### config.mk
export PLATFORM = sky130hd
export DESIGN_NAME = status_indicator_flat
export DESIGN_NICKNAME = d
export VERILOG_FILES = /design/src/rtl/status_indicator_pkg.sv /design/src/rtl/status_indicator_if.sv /design/src/rtl/status_indicator_tick_gen.sv /design/src/rtl/status_indicator.sv /design/src/flat_wrapper.sv
export SDC_FILE = /design/constraint.sdc
export NUM_CORES = 1
export LEC_CHECK = 0
export CORE_ASPECT_RATIO = 0.75
export CORE_UTILIZATION = 55
export CTS_CLUSTER_SIZE = 28
export DETAILED_ROUTE_END_ITERATION = 8
export PLACE_DENSITY = 0.73
export SYNTH_ARGS = -nofsm -noshare
export SYNTH_HDL_FRONTEND = slang
export SYNTH_SLANG_ARGS = --single-unit
### constraint.sdc
create_clock -name clk -period 2.41 [get_ports clk]
set_input_delay 0.723 -clock clk [delete_from_list [all_inputs] [get_ports clk]]
set_output_delay 0.723 -clock clk [all_outputs]
set_load 0.005 [all_outputs]
### src/rtl/status_indicator_pkg.sv
// Shared FSM encoding and counter widths for the LED status indicator.
// Imported by the top and the tick generator.
package status_indicator_pkg;

    localparam int PRESC_W = 32;
    localparam int PHASE_W = 16;
    localparam int BLINK_W = 8;

    typedef enum logic [1:0] {
        ST_IDLE     = 2'd0,
        ST_OK_HOLD  = 2'd1,
        ST_FAIL_ON  = 2'd2,
        ST_FAIL_OFF = 2'd3
    } state_e;

endpackage

### src/rtl/status_indicator_if.sv
// Event inputs and LED outputs of the status indicator.
// The master side drives the events and the slave side (the indicator) drives the LEDs.
interface status_indicator_if;
    logic evt_ok;
    logic evt_fail;
    logic led_ok;
    logic led_fail;
    logic busy;

    modport master (output evt_ok, output evt_fail,
                    input  led_ok, input  led_fail, input busy);
    modport slave  (input  evt_ok, input  evt_fail,
                    output led_ok, output led_fail, output busy);
endinterface

### src/rtl/status_indicator_tick_gen.sv
// Prescaler: tick is high for one cycle every TICK_DIV cycles, restarting from zero on clear.
// The output is combinational from the count register; there is no backpressure.
module tick_gen
    import status_indicator_pkg::*;
#(
    parameter logic [PRESC_W-1:0] TICK_DIV = 32'd1000000
) (
    input  logic clk,
    input  logic reset,
    input  logic clear,
    output logic tick
);

    logic [PRESC_W-1:0] count_q;

    assign tick = (count_q == TICK_DIV - 32'd1);

    always_ff @(posedge clk) begin
        if (reset || clear || tick) begin
            count_q <= '0;
        end else begin
            count_q <= count_q + 32'd1;
        end
    end

endmodule

### src/rtl/status_indicator.sv
// LED timing for OK and FAIL events; outputs are registered, so an event at edge N is visible from cycle N+1.
// There is no backpressure: events arriving while busy are dropped, or restart the sequence if STATUS_INDICATOR_RETRIGGER_EN is defined.
module status_indicator
    import status_indicator_pkg::*;
#(
    parameter logic [PRESC_W-1:0] TICK_DIV    = 32'd1000000,
    parameter logic [PHASE_W-1:0] OK_TICKS    = 16'd100,
    parameter logic [PHASE_W-1:0] PHASE_TICKS = 16'd25,
    parameter logic [BLINK_W-1:0] BLINK_COUNT = 8'd3
) (
    input  logic              clk,
    input  logic              reset,
    status_indicator_if.slave bus
);

    state_e             state_q, state_d;
    logic [PHASE_W-1:0] phase_q, phase_d;
    logic [BLINK_W-1:0] blink_q, blink_d;
    logic               led_ok_q, led_fail_q, busy_q;
    logic               clr, tick, accept_evt;

    tick_gen #(.TICK_DIV(TICK_DIV)) u_tick_gen (
        .clk   (clk),
        .reset (reset),
        .clear (clr),
        .tick  (tick)
    );

`ifdef STATUS_INDICATOR_RETRIGGER_EN
    assign accept_evt = 1'b1;
`else
    assign accept_evt = (state_q == ST_IDLE);
`endif

    always_comb begin
        state_d = state_q;
        phase_d = phase_q;
        blink_d = blink_q;
        clr     = 1'b0;
        case (state_q)
            ST_OK_HOLD: if (tick) begin
                if (phase_q == OK_TICKS - 16'd1) begin
                    state_d = ST_IDLE;
                    phase_d = '0;
                    clr     = 1'b1;
                end else begin
                    phase_d = phase_q + 16'd1;
                end
            end
            ST_FAIL_ON: if (tick) begin
                if (phase_q == PHASE_TICKS - 16'd1) begin
                    state_d = ST_FAIL_OFF;
                    phase_d = '0;
                    clr     = 1'b1;
                end else begin
                    phase_d = phase_q + 16'd1;
                end
            end
            ST_FAIL_OFF: if (tick) begin
                if (phase_q == PHASE_TICKS - 16'd1) begin
                    phase_d = '0;
                    clr     = 1'b1;
                    if (blink_q == BLINK_COUNT - 8'd1) begin
                        state_d = ST_IDLE;
                        blink_d = '0;
                    end else begin
                        state_d = ST_FAIL_ON;
                        blink_d = blink_q + 8'd1;
                    end
                end else begin
                    phase_d = phase_q + 16'd1;
                end
            end
            default: ;
        endcase

        // A new sequence overrides any timed transition; fail has priority over ok.
        if (accept_evt && (bus.evt_fail || bus.evt_ok)) begin
            state_d = bus.evt_fail ? ST_FAIL_ON : ST_OK_HOLD;
            phase_d = '0;
            blink_d = '0;
            clr     = 1'b1;
        end
    end

    always_ff @(posedge clk) begin
        if (reset) begin
            state_q    <= ST_IDLE;
            phase_q    <= '0;
            blink_q    <= '0;
            led_ok_q   <= 1'b0;
            led_fail_q <= 1'b0;
            busy_q     <= 1'b0;
        end else begin
            state_q    <= state_d;
            phase_q    <= phase_d;
            blink_q    <= blink_d;
            led_ok_q   <= (state_d == ST_OK_HOLD);
            led_fail_q <= (state_d == ST_FAIL_ON);
            busy_q     <= (state_d != ST_IDLE);
        end
    end

    assign bus.led_ok   = led_ok_q;
    assign bus.led_fail = led_fail_q;
    assign bus.busy     = busy_q;

endmodule

### src/flat_wrapper.sv
// flat-port wrapper written by rule: the top's interface ports become plain ports
module status_indicator_flat import status_indicator_pkg::*;
#(
    parameter logic [PRESC_W-1:0] TICK_DIV    = 32'd1000000,
    parameter logic [PHASE_W-1:0] OK_TICKS    = 16'd100,
    parameter logic [PHASE_W-1:0] PHASE_TICKS = 16'd25,
    parameter logic [BLINK_W-1:0] BLINK_COUNT = 8'd3
)
  (clk, reset, bus_evt_ok, bus_evt_fail, bus_led_ok, bus_led_fail, bus_busy);
  status_indicator_if bus_i ();
  input  logic clk;
  input  logic reset;
  input wire logic [$bits(bus_i.evt_ok)-1:0] bus_evt_ok;
  input wire logic [$bits(bus_i.evt_fail)-1:0] bus_evt_fail;
  output wire logic [$bits(bus_i.led_ok)-1:0] bus_led_ok;
  output wire logic [$bits(bus_i.led_fail)-1:0] bus_led_fail;
  output wire logic [$bits(bus_i.busy)-1:0] bus_busy;
  assign bus_i.evt_ok = bus_evt_ok;
  assign bus_i.evt_fail = bus_evt_fail;
  assign bus_led_ok = bus_i.led_ok;
  assign bus_led_fail = bus_i.led_fail;
  assign bus_busy = bus_i.busy;
  status_indicator #(.TICK_DIV(TICK_DIV), .OK_TICKS(OK_TICKS), .PHASE_TICKS(PHASE_TICKS), .BLINK_COUNT(BLINK_COUNT)) u_core (.clk(clk), .reset(reset), .bus(bus_i));
endmodule
Word-level counts from Yosys, hierarchy flattened
Index checks and enable logic that the tools add are counted.
{"block": "word_totals", "ff_bits": 61, "inputBits": 4, "out_inout_bits": 3}
{"block": "op_classes", "addsub": 3, "eq_ne": 11, "mux": 22, "n_reduce_logical": 11}
{"op": "$mux W16", "count": 4}
{"op": "$add A32 B1 Y32 const B", "count": 1}
{"op": "$eq A32 B20 Y1 const B", "count": 1}
{"op": "$pmux W16 S2", "count": 1}
{"op": "$mux W2", "count": 9}
{"op": "$add A16 B1 Y16 const B", "count": 1}
{"op": "$eq A16 B5 Y1 const B", "count": 1}
{"op": "$eq A16 B7 Y1 const B", "count": 1}
{"op": "$add A8 B1 Y8 const B", "count": 1}
{"op": "$eq A8 B2 Y1 const B", "count": 1}
{"op": "$mux W8", "count": 1}
{"op": "$eq A2 B2 Y1 const B", "count": 3}
{"op": "$pmux W2 S3", "count": 1}
{"op": "$reduce_and A3 Y1", "count": 2}
{"op": "$mux W1", "count": 5}
{"op": "$eq A2 B1 Y1 const B", "count": 2}
{"op": "$reduce_bool A2 Y1", "count": 2}
{"op": "$reduce_or A2 Y1", "count": 2}
{"op": "$logic_or A1 B1 Y1", "count": 3}
{"op": "$logic_not A2 Y1", "count": 1}
{"op": "$ne A2 B1 Y1 const B", "count": 1}
{"op": "$ne A2 B2 Y1 const B", "count": 1}
{"op": "$pmux W1 S2", "count": 1}
{"op": "$logic_and A1 B1 Y1", "count": 1}

Logic depth before layout (Yosys ltp)
Gate-level depths: netlist (run 1).
{"block": "depth", "word_depth": 7, "depth_mapped": 10, "depth_no_buf": 7}

Modules after synthesis
From an unflattened synthesis (run 1), not the netlist that was laid out.
{"block": "hier_totals", "hier_cells": 374, "hier_area_um2": 3140.5}
{"module": "tick_gen", "instances": 1, "cells_each": 199, "area_each_um2": 1709.1, "seq_area_each_um2": 640.6}
{"module": "status_indicator", "instances": 1, "cells_each": 175, "area_each_um2": 1431.4, "seq_area_each_um2": 580.6}

Worst setup path before layout (run 1)
Ideal clock, no wire load.
{"block": "synth_timing", "path_type": "register -> register", "from": "register u_core.u_tick_gen.count_q[26]", "to": "register u_core.phase_q[11]", "setup_time_ns": 0.125, "arrival_ns": 2.395, "required_time_ns": 2.285, "setup_slack_ns": -0.110, "path_stages_with_launch": 9, "n_path_buf": 3, "period_less_slack_ns": 2.520, "path_cell_list": "dfxtp_1 > or4_1 > or4_1 > buf_2 > or2_1 > buf_6 > o31ai_4 > buf_4 > a21oi_1"}
{"block": "synth_between", "elab_chain_cells": 3}
{"element": "start, declared", "line": "status_indicator_tick_gen.sv:14", "source": "logic [PRESC_W-1:0] count_q;"}
{"element": "start signal, assigned", "line": "status_indicator_tick_gen.sv:22", "source": "count_q <= count_q + 32'd1;"}
{"element": "$eq A32 B20 Y1 *", "line": "status_indicator_tick_gen.sv:16", "source": "assign tick = (count_q == TICK_DIV - 32'd1);"}
{"element": "$ne A2 B2 Y1 (no line) or $ne A2 B1 Y1 (tied branches)"}
{"element": "$reduce_and A3 Y1 (no line) *"}
{"element": "end signal, assigned", "line": "status_indicator.sv:96", "source": "phase_q <= phase_d;"}
{"element": "end, declared", "line": "status_indicator.sv:17", "source": "logic [PHASE_W-1:0] phase_q, phase_d;"}
Every way passes the cells marked *; elsewhere a longest branch is shown, timed or not.
A chain may end at the register's enable or synchronous reset.

Final worst setup path (run 1)
{"block": "layout_timing", "from": "register u_core.u_tick_gen.count_q[27]", "to": "register u_core.phase_q[13]"}
Same word-level chain as after synthesis.

==> flow_metrics.tcl, run 1 <==
set metrics [dict create \
    synth.top_cells.by_count "dfxtp_1, nor2_1, nand3_1" \
    setup.reg_to_reg.worst_slack_ns 0.11 \
    grt_first_pass_wirelength_mm 12.1 \
    cts_root_buf "clkbuf_8" \
    highest_clock_frequency_the_design_can_meet_mhz 434 \
    worstSkewPairLatency_ns 0.35 \
    syn_nets 382 \
    synth-seq-cells 61 \
    die_area_sq_um 5940 \
    synth.area.mux_share 0.00323 \
    crit_path_cell_trace "buf_4 -> nor4_1 -> nand4_1 -> or4b_1 -> buf_4 -> or4_1 -> a21oi_2" \
    synth_area_per_cell_sq_um 8.30 \
    critical-path-top-delay-family "simple AND/OR/NAND/NOR gates" \
    cts_buf_count 9 \
    synthDominantAreaCellType "dfxtp_1" \
    pre_cts_ws_ns -0.0411 \
    yosys_most_used_dff "dfxtp_1" \
    totalWireLength_mm 7.59 \
    post_drt_wl_per_cell_um 15.3 \
    startpoint_type "flop" \
    maximum_number_of_pins_on_one_net_before_global_route_repair 31 \
    worst-endpoint-required_ns 2.69 \
    regToRegStartpoint "u_core.u_tick_gen.count_q[27]" \
    clk_transition_reported_paths_ns 0.07 \
    initial_utilization 0.575 \
    cp.depth 7 \
    setup_ws_ns 0.106 \
    final-max-slew-violation-count 0 \
    place_congestion 0.828 \
    grt_pass1_vias 2576 \
    cellPowerDensity_nw_per_um2 508 \
    synth_adder_area_share 0.0202 \
    tightest_slew_ns 0.557 \
    post-route-drc-count 0 \
    timing.final.setup_violations 0 \
    critical_path.endpoint_type "flop" \
    ant_nets 0 \
    synth_top_family_by_area "simple AND/OR/NAND/NOR gates" \
    finalPower_mw 1.91 \
    tritoncts_num_sinks 61 \
    cts_tree "built" \
    run_status "complete, no violations" \
    netlist.area_leader.share 0.395 \
    ioPinCount 7 \
    placeableCoreArea_sq_um 5380 \
    critPathArrivalTime_ns 2.58 \
    finalCritPeriodShare 0.956 \
    worst_hold_slack_ns 0.462 \
    cpMaxStageDelayCell "or4b_1" \
    yosys.area_share.simple 0.340 \
    route.detailed.vias_per_inst 5.90 \
    post_synth_num_cell_types 37 \
    max-vdd-ir-drop_v 0.000300 \
    syn-cell-area_sq_um 3100 \
    rr_worst_depth 7 \
    synth_xor_area_frac 0.105 \
    maxCapViolCount 0 \
    synth_async_reset_ratio 0 \
    timing.clock.skew_ns 0.00561 \
    hold_violations 0 \
    syn_to_final_growth_pct 21.5 \
    synth-edff-count 0 \
    drtIter0Drc 180 \
    final_nets 425 \
    htree_num_levels 3 \
    drt_pass1_iterations 5 \
    synth_compound_gate_area_share 0.0986 \
    dp_hpwl_mm 5.47 \
    synthMostInstantiatedCell "dfxtp_1" \
    place.port_buffers 6 \
    grtUsageTotal 0.271 \
    worst_slew_margin_rel 0.629 \
    hp-class "reg2reg" \
    standby_leakage_power_nw 1.29 \
    critical_path.startpoint "u_core.u_tick_gen.count_q[27]" \
    num_rows 23 \
    worst-setup-path-type "reg2reg" \
    worst_path_largest_cell_delay_ns 0.55 \
    antenna_found_initial 0 \
    timing.critical_path.to "u_core.phase_q[13]" \
    globalRouteOverflowTotal 0 \
    regToRegEndpoint "u_core.phase_q[13]" \
    sequential_area_share_after_synthesis 0.395 \
    cp_max_fo 16 \
    critPathBufInv 2 \
    route.vias.total 2925 \
    clock_tree.buffer_depth 2 \
    drive_above_1_share 0.188 \
    clock_period_minus_worst_slack_ns 2.30 \
    die_y_um 67.0 \
    cell_count_after_synthesis 373 \
    antenna_cells_inserted 0 \
    die_w_um 88.6 \
    critical-path-top-cell-by-count "buf_4" \
    fin_setup_tns_ns 0 \
    synth_area_leaders "dfxtp_1, xor2_1, nor2_1" \
    ys_warn_count 0 \
]
-- sequential cells by signal, indices dropped and copies added (netlist names) --
name / cells
u_core.bus.led_ok: 1
u_core.blink_q: 8
u_core.bus.led_fail: 1
u_core.state_q: 2
u_core.phase_q: 16
u_core.bus.busy: 1
u_core.u_tick_gen.count_q: 32
-- per-stage QoR --
step	cells	instance area, sq um	util
after detailed placement	479	3520	0.653
after CTS	495	3700	0.687
after floorplan	373	3120	-
after global routing	496	3760	0.699
after global placement	479	3520	0.653
final	496	3760	0.699
-- cell families after synthesis --
| family | count (synthesis) |
|---|---|
| simple gates | 196 |
| flops | 61 |
| compound gates | 47 |
| xor+xnor | 37 |
| buf+inv | 26 |
| fa+ha+maj | 5 |
| mux | 1 |
-- placed cells by master, fill, tap and decap left out, drive strengths merged, types with 11 or more instances in the layout --
cell type	n
nor4	15
clkbuf	11
nor3	13
o21ai	11
xor2	25
dfxtp	61
a21oi	22
nand4	25
buf	42
nor2	50
nand2	18
xnor2	12
nand3	27
-- worst register-to-register path: stages (launching register included) --
cell	delay, ns
dfxtp_2	0.32
buf_4	0.13
nor4_1	0.26
nand4_1	0.19
or4b_1	0.55
buf_4	0.20
or4_1	0.43
a21oi_2	0.16
-- final cells by class --
class                           instances  area [sq um]
Inverter                               10          37.5
Clock inverter                          5          27.5
Multi-Input combinational cell        286          1850
Fill cell                             437          1620
Tap cell                               75          93.8
Timing Repair Buffer                   48           400
Sequential cell                        61          1220
Clock buffer                           11           131
-- how the worst min path moves through the flow --
stage	start	end	cells after the start
finish	u_core.u_tick_gen.count_q[0]	u_core.u_tick_gen.count_q[0]	1
global placement	u_core.u_tick_gen.count_q[0]	u_core.u_tick_gen.count_q[0]	1
global route	u_core.u_tick_gen.count_q[0]	u_core.u_tick_gen.count_q[0]	1
CTS	u_core.u_tick_gen.count_q[0]	u_core.u_tick_gen.count_q[0]	1
detailed placement	u_core.u_tick_gen.count_q[0]	u_core.u_tick_gen.count_q[0]	1
floorplan	u_core.u_tick_gen.count_q[0]	u_core.u_tick_gen.count_q[0]	1
-- report_power, final --
part	switching, mW	total [mW]	internal [mW]
sequential	0.00709	1.03	1.02
combinational	0.0657	0.116	0.0500
clock	0.404	0.770	0.366
-- layer usage --
| layer | GRT usage | vias to the layer above | share of wire |
|---|---|---|---|
| met2 | 0.380 | 86 | 0.42 |
| met5 | 0 | - | 0 |
| li1 | - | 1453 | - |
| met1 | 0.395 | 1373 | 0.52 |
| met4 | 0.0968 | 0 | 0.013 |
| met3 | 0.0669 | 13 | 0.054 |
-- what timing repair did --
item	CTS	global route
pin swaps	3	3
setup endpoints to repair	9	27
resized for setup	5	11
hold buffers	0	0
buffers inserted	0	1
gates cloned	0	0
Power figures use the tool's default switching activity.
==> run 2: changes to the inputs <==
--- a/config.mk
+++ b/config.mk
@@ -9,6 +9,7 @@
 export CORE_UTILIZATION = 55
 export CTS_CLUSTER_SIZE = 28
 export DETAILED_ROUTE_END_ITERATION = 8
+export GPL_ROUTABILITY_DRIVEN = 1
 export PLACE_DENSITY = 0.73
 export SYNTH_ARGS = -nofsm -noshare
 export SYNTH_HDL_FRONTEND = slang
==> results of run 2 <==
No change in the layout: final DEF, timing and power equal those of run 1.
==> run 3: changes to the inputs <==
--- a/config.mk
+++ b/config.mk
@@ -6,11 +6,11 @@
 export NUM_CORES = 1
 export LEC_CHECK = 0
 export CORE_ASPECT_RATIO = 0.75
-export CORE_UTILIZATION = 55
+export CORE_UTILIZATION = 60
 export CTS_CLUSTER_SIZE = 28
 export DETAILED_ROUTE_END_ITERATION = 8
 export GPL_ROUTABILITY_DRIVEN = 1
-export PLACE_DENSITY = 0.73
+export PLACE_DENSITY = 0.75
 export SYNTH_ARGS = -nofsm -noshare
 export SYNTH_HDL_FRONTEND = slang
 export SYNTH_SLANG_ARGS = --single-unit
==> constraint.sdc (replaced) <==
create_clock -name clk -period 2.88 [get_ports clk]
set_input_delay 0.864 -clock clk [delete_from_list [all_inputs] [get_ports clk]]
set_output_delay 0.864 -clock clk [all_outputs]
set_load 0.005 [all_outputs]
==> flow_metrics.tcl, run 3 (synthesized netlist as in run 1, its figures left out) <==
set metrics [dict create \
    tritoncts_num_sinks 61 \
    worst_slew_margin_rel 0.590 \
    worst_path_largest_cell_delay_ns 0.59 \
    run_status "complete, no violations" \
    dp_hpwl_mm 4.81 \
    drt_pass1_iterations 5 \
    place_congestion 0.805 \
    clock_tree.buffer_depth 2 \
    hp-class "reg2reg" \
    post-route-drc-count 0 \
    largest_register_ffs 32 \
    post_cts_hold_buffer_count 0 \
    initial_utilization 0.628 \
    highest_clock_frequency_the_design_can_meet_mhz 371 \
    critical-path-top-cell-by-count "or4_1" \
    cpMaxStageDelayCell "or4_1" \
    layout_cell_area_excl_fill_sq_um 3410 \
    grtUsageTotal 0.284 \
    syn_to_final_growth_pct 10.2 \
    drtIter0Drc 251 \
    grt_first_pass_wirelength_mm 12.2 \
    htree_num_levels 3 \
    die_w_um 84.9 \
    final-max-slew-violation-count 0 \
    clock_period_minus_worst_slack_ns 2.69 \
    maximum_number_of_pins_on_one_net_before_global_route_repair 31 \
    drive_above_1_share 0.0771 \
    startpoint_type "flop" \
    ioPinCount 7 \
    critPathBufInv 0 \
    die_area_sq_um 5450 \
    critPathArrivalTime_ns 2.96 \
    layout_commonest_cell "dfxtp_1" \
    tightest_slew_ns 0.610 \
    max-vdd-ir-drop_v 0.000419 \
    route.detailed.vias_per_inst 6.14 \
    cts_root_buf "clkbuf_8" \
    worst_hold_slack_ns 0.470 \
    route.vias.total 2756 \
    num_rows 22 \
    worstSkewPairLatency_ns 0.34 \
    hold_violations 0 \
    cts_setup_buffers 0 \
    num-fill-cells 420 \
    totalWireLength_mm 7.00 \
    finalCritPeriodShare 0.936 \
    grt_setup_unrepaired "no" \
    setup_ws_ns 0.185 \
    mostFrequentLayoutCells "dfxtp_1, nor2_1, nand3_1" \
    critical-path-top-delay-family "simple AND/OR/NAND/NOR gates" \
    cellPowerDensity_nw_per_um2 478 \
    placedInstanceArea_sq_um 3230 \
    clk_transition_reported_paths_ns 0.06 \
    worst-setup-path-type "reg2reg" \
    worst-endpoint-required_ns 3.15 \
    placeableCoreArea_sq_um 4930 \
    cts_tree "built" \
    cp_max_fo 16 \
    timing.final.setup_violations 0 \
    place.port_buffers 6 \
    maxCapViolCount 0 \
    die_y_um 64.2 \
    post_drt_wl_per_cell_um 15.6 \
    post-route-util 0.692 \
    fin_setup_tns_ns 0 \
    antenna_cells_inserted 0 \
    cts_buf_count 9 \
    timing.clock.skew_ns 0.00532 \
    grt_pass1_vias 2481 \
    pre_cts_ws_ns 0.222 \
    globalRouteOverflowTotal 0 \
    finish.cell_count_without_fillers 449 \
    finalPower_mw 1.63 \
    antenna_found_initial 0 \
    critical_path.endpoint_type "flop" \
    placed_cells 433 \
    standby_leakage_power_nw 1.10 \
    cts_repair_resize_count 0 \
    crit_path_cell_trace "or4_1 -> or4_1 -> or2_1 -> or4_1 -> a21oi_1" \
    final_nets 393 \
    largest_registers "u_core.u_tick_gen.count_q: 32 flops, u_core.phase_q: 16 flops, u_core.blink_q: 8 flops" \
    registers.top_by_ff_count "u_core.u_tick_gen.count_q" \
    ant_nets 0 \
]
[run 3: report_power, final]
group | total [mW] | leakage (nW) | internal [mW] | switching [mW]
clock | 0.689 | 0.0921 | 0.355 | 0.334
sequential | 0.861 | 0.493 | 0.852 | 0.00840
combinational | 0.0804 | 0.511 | 0.0313 | 0.0491
total | 1.63 | 1.10 | 1.24 | 0.391
[run 3: final timing paths]
path,cells after the start,slack (ns),from,end
min,1,0.47,u_core.u_tick_gen.count_q[0],u_core.u_tick_gen.count_q[0]
max,5,0.19,u_core.u_tick_gen.count_q[21],u_core.blink_q[2]
min reg2reg,1,0.47,u_core.u_tick_gen.count_q[0],u_core.u_tick_gen.count_q[0]
max reg2reg,5,0.19,u_core.u_tick_gen.count_q[21],u_core.blink_q[2]
[run 3: metal layers]
layer | track usage | routed length [um]
met1 | 0.418 | 3750
met4 | 0.0890 | 87
met3 | 0.0775 | 423
met5 | 0 | 0
met2 | 0.397 | 2740
[run 3: cell type report]
cell class / count / area (sq um) / share of cell area
clock buffers: 12 / 155 / 0.0455
clock inverters: 4 / 22.5 / 0.00660
inverters: 10 / 37.5 / 0.0110
multi-input cells: 286 / 1750 / 0.514
flip-flops and latches: 61 / 1220 / 0.358
well taps: 60 / 75.1 / 0.0220
repair buffers: 16 / 148 / 0.0433
[run 3: worst reg2reg max path: cells and delay by family, from the launching register on]
| family | cells | cell delay [ns] |
|---|---|---|
| and+or+nand+nor | 4 | 2.13 |
| DFF | 1 | 0.36 |
| AOI/OAI and AO/OA | 1 | 0.15 |
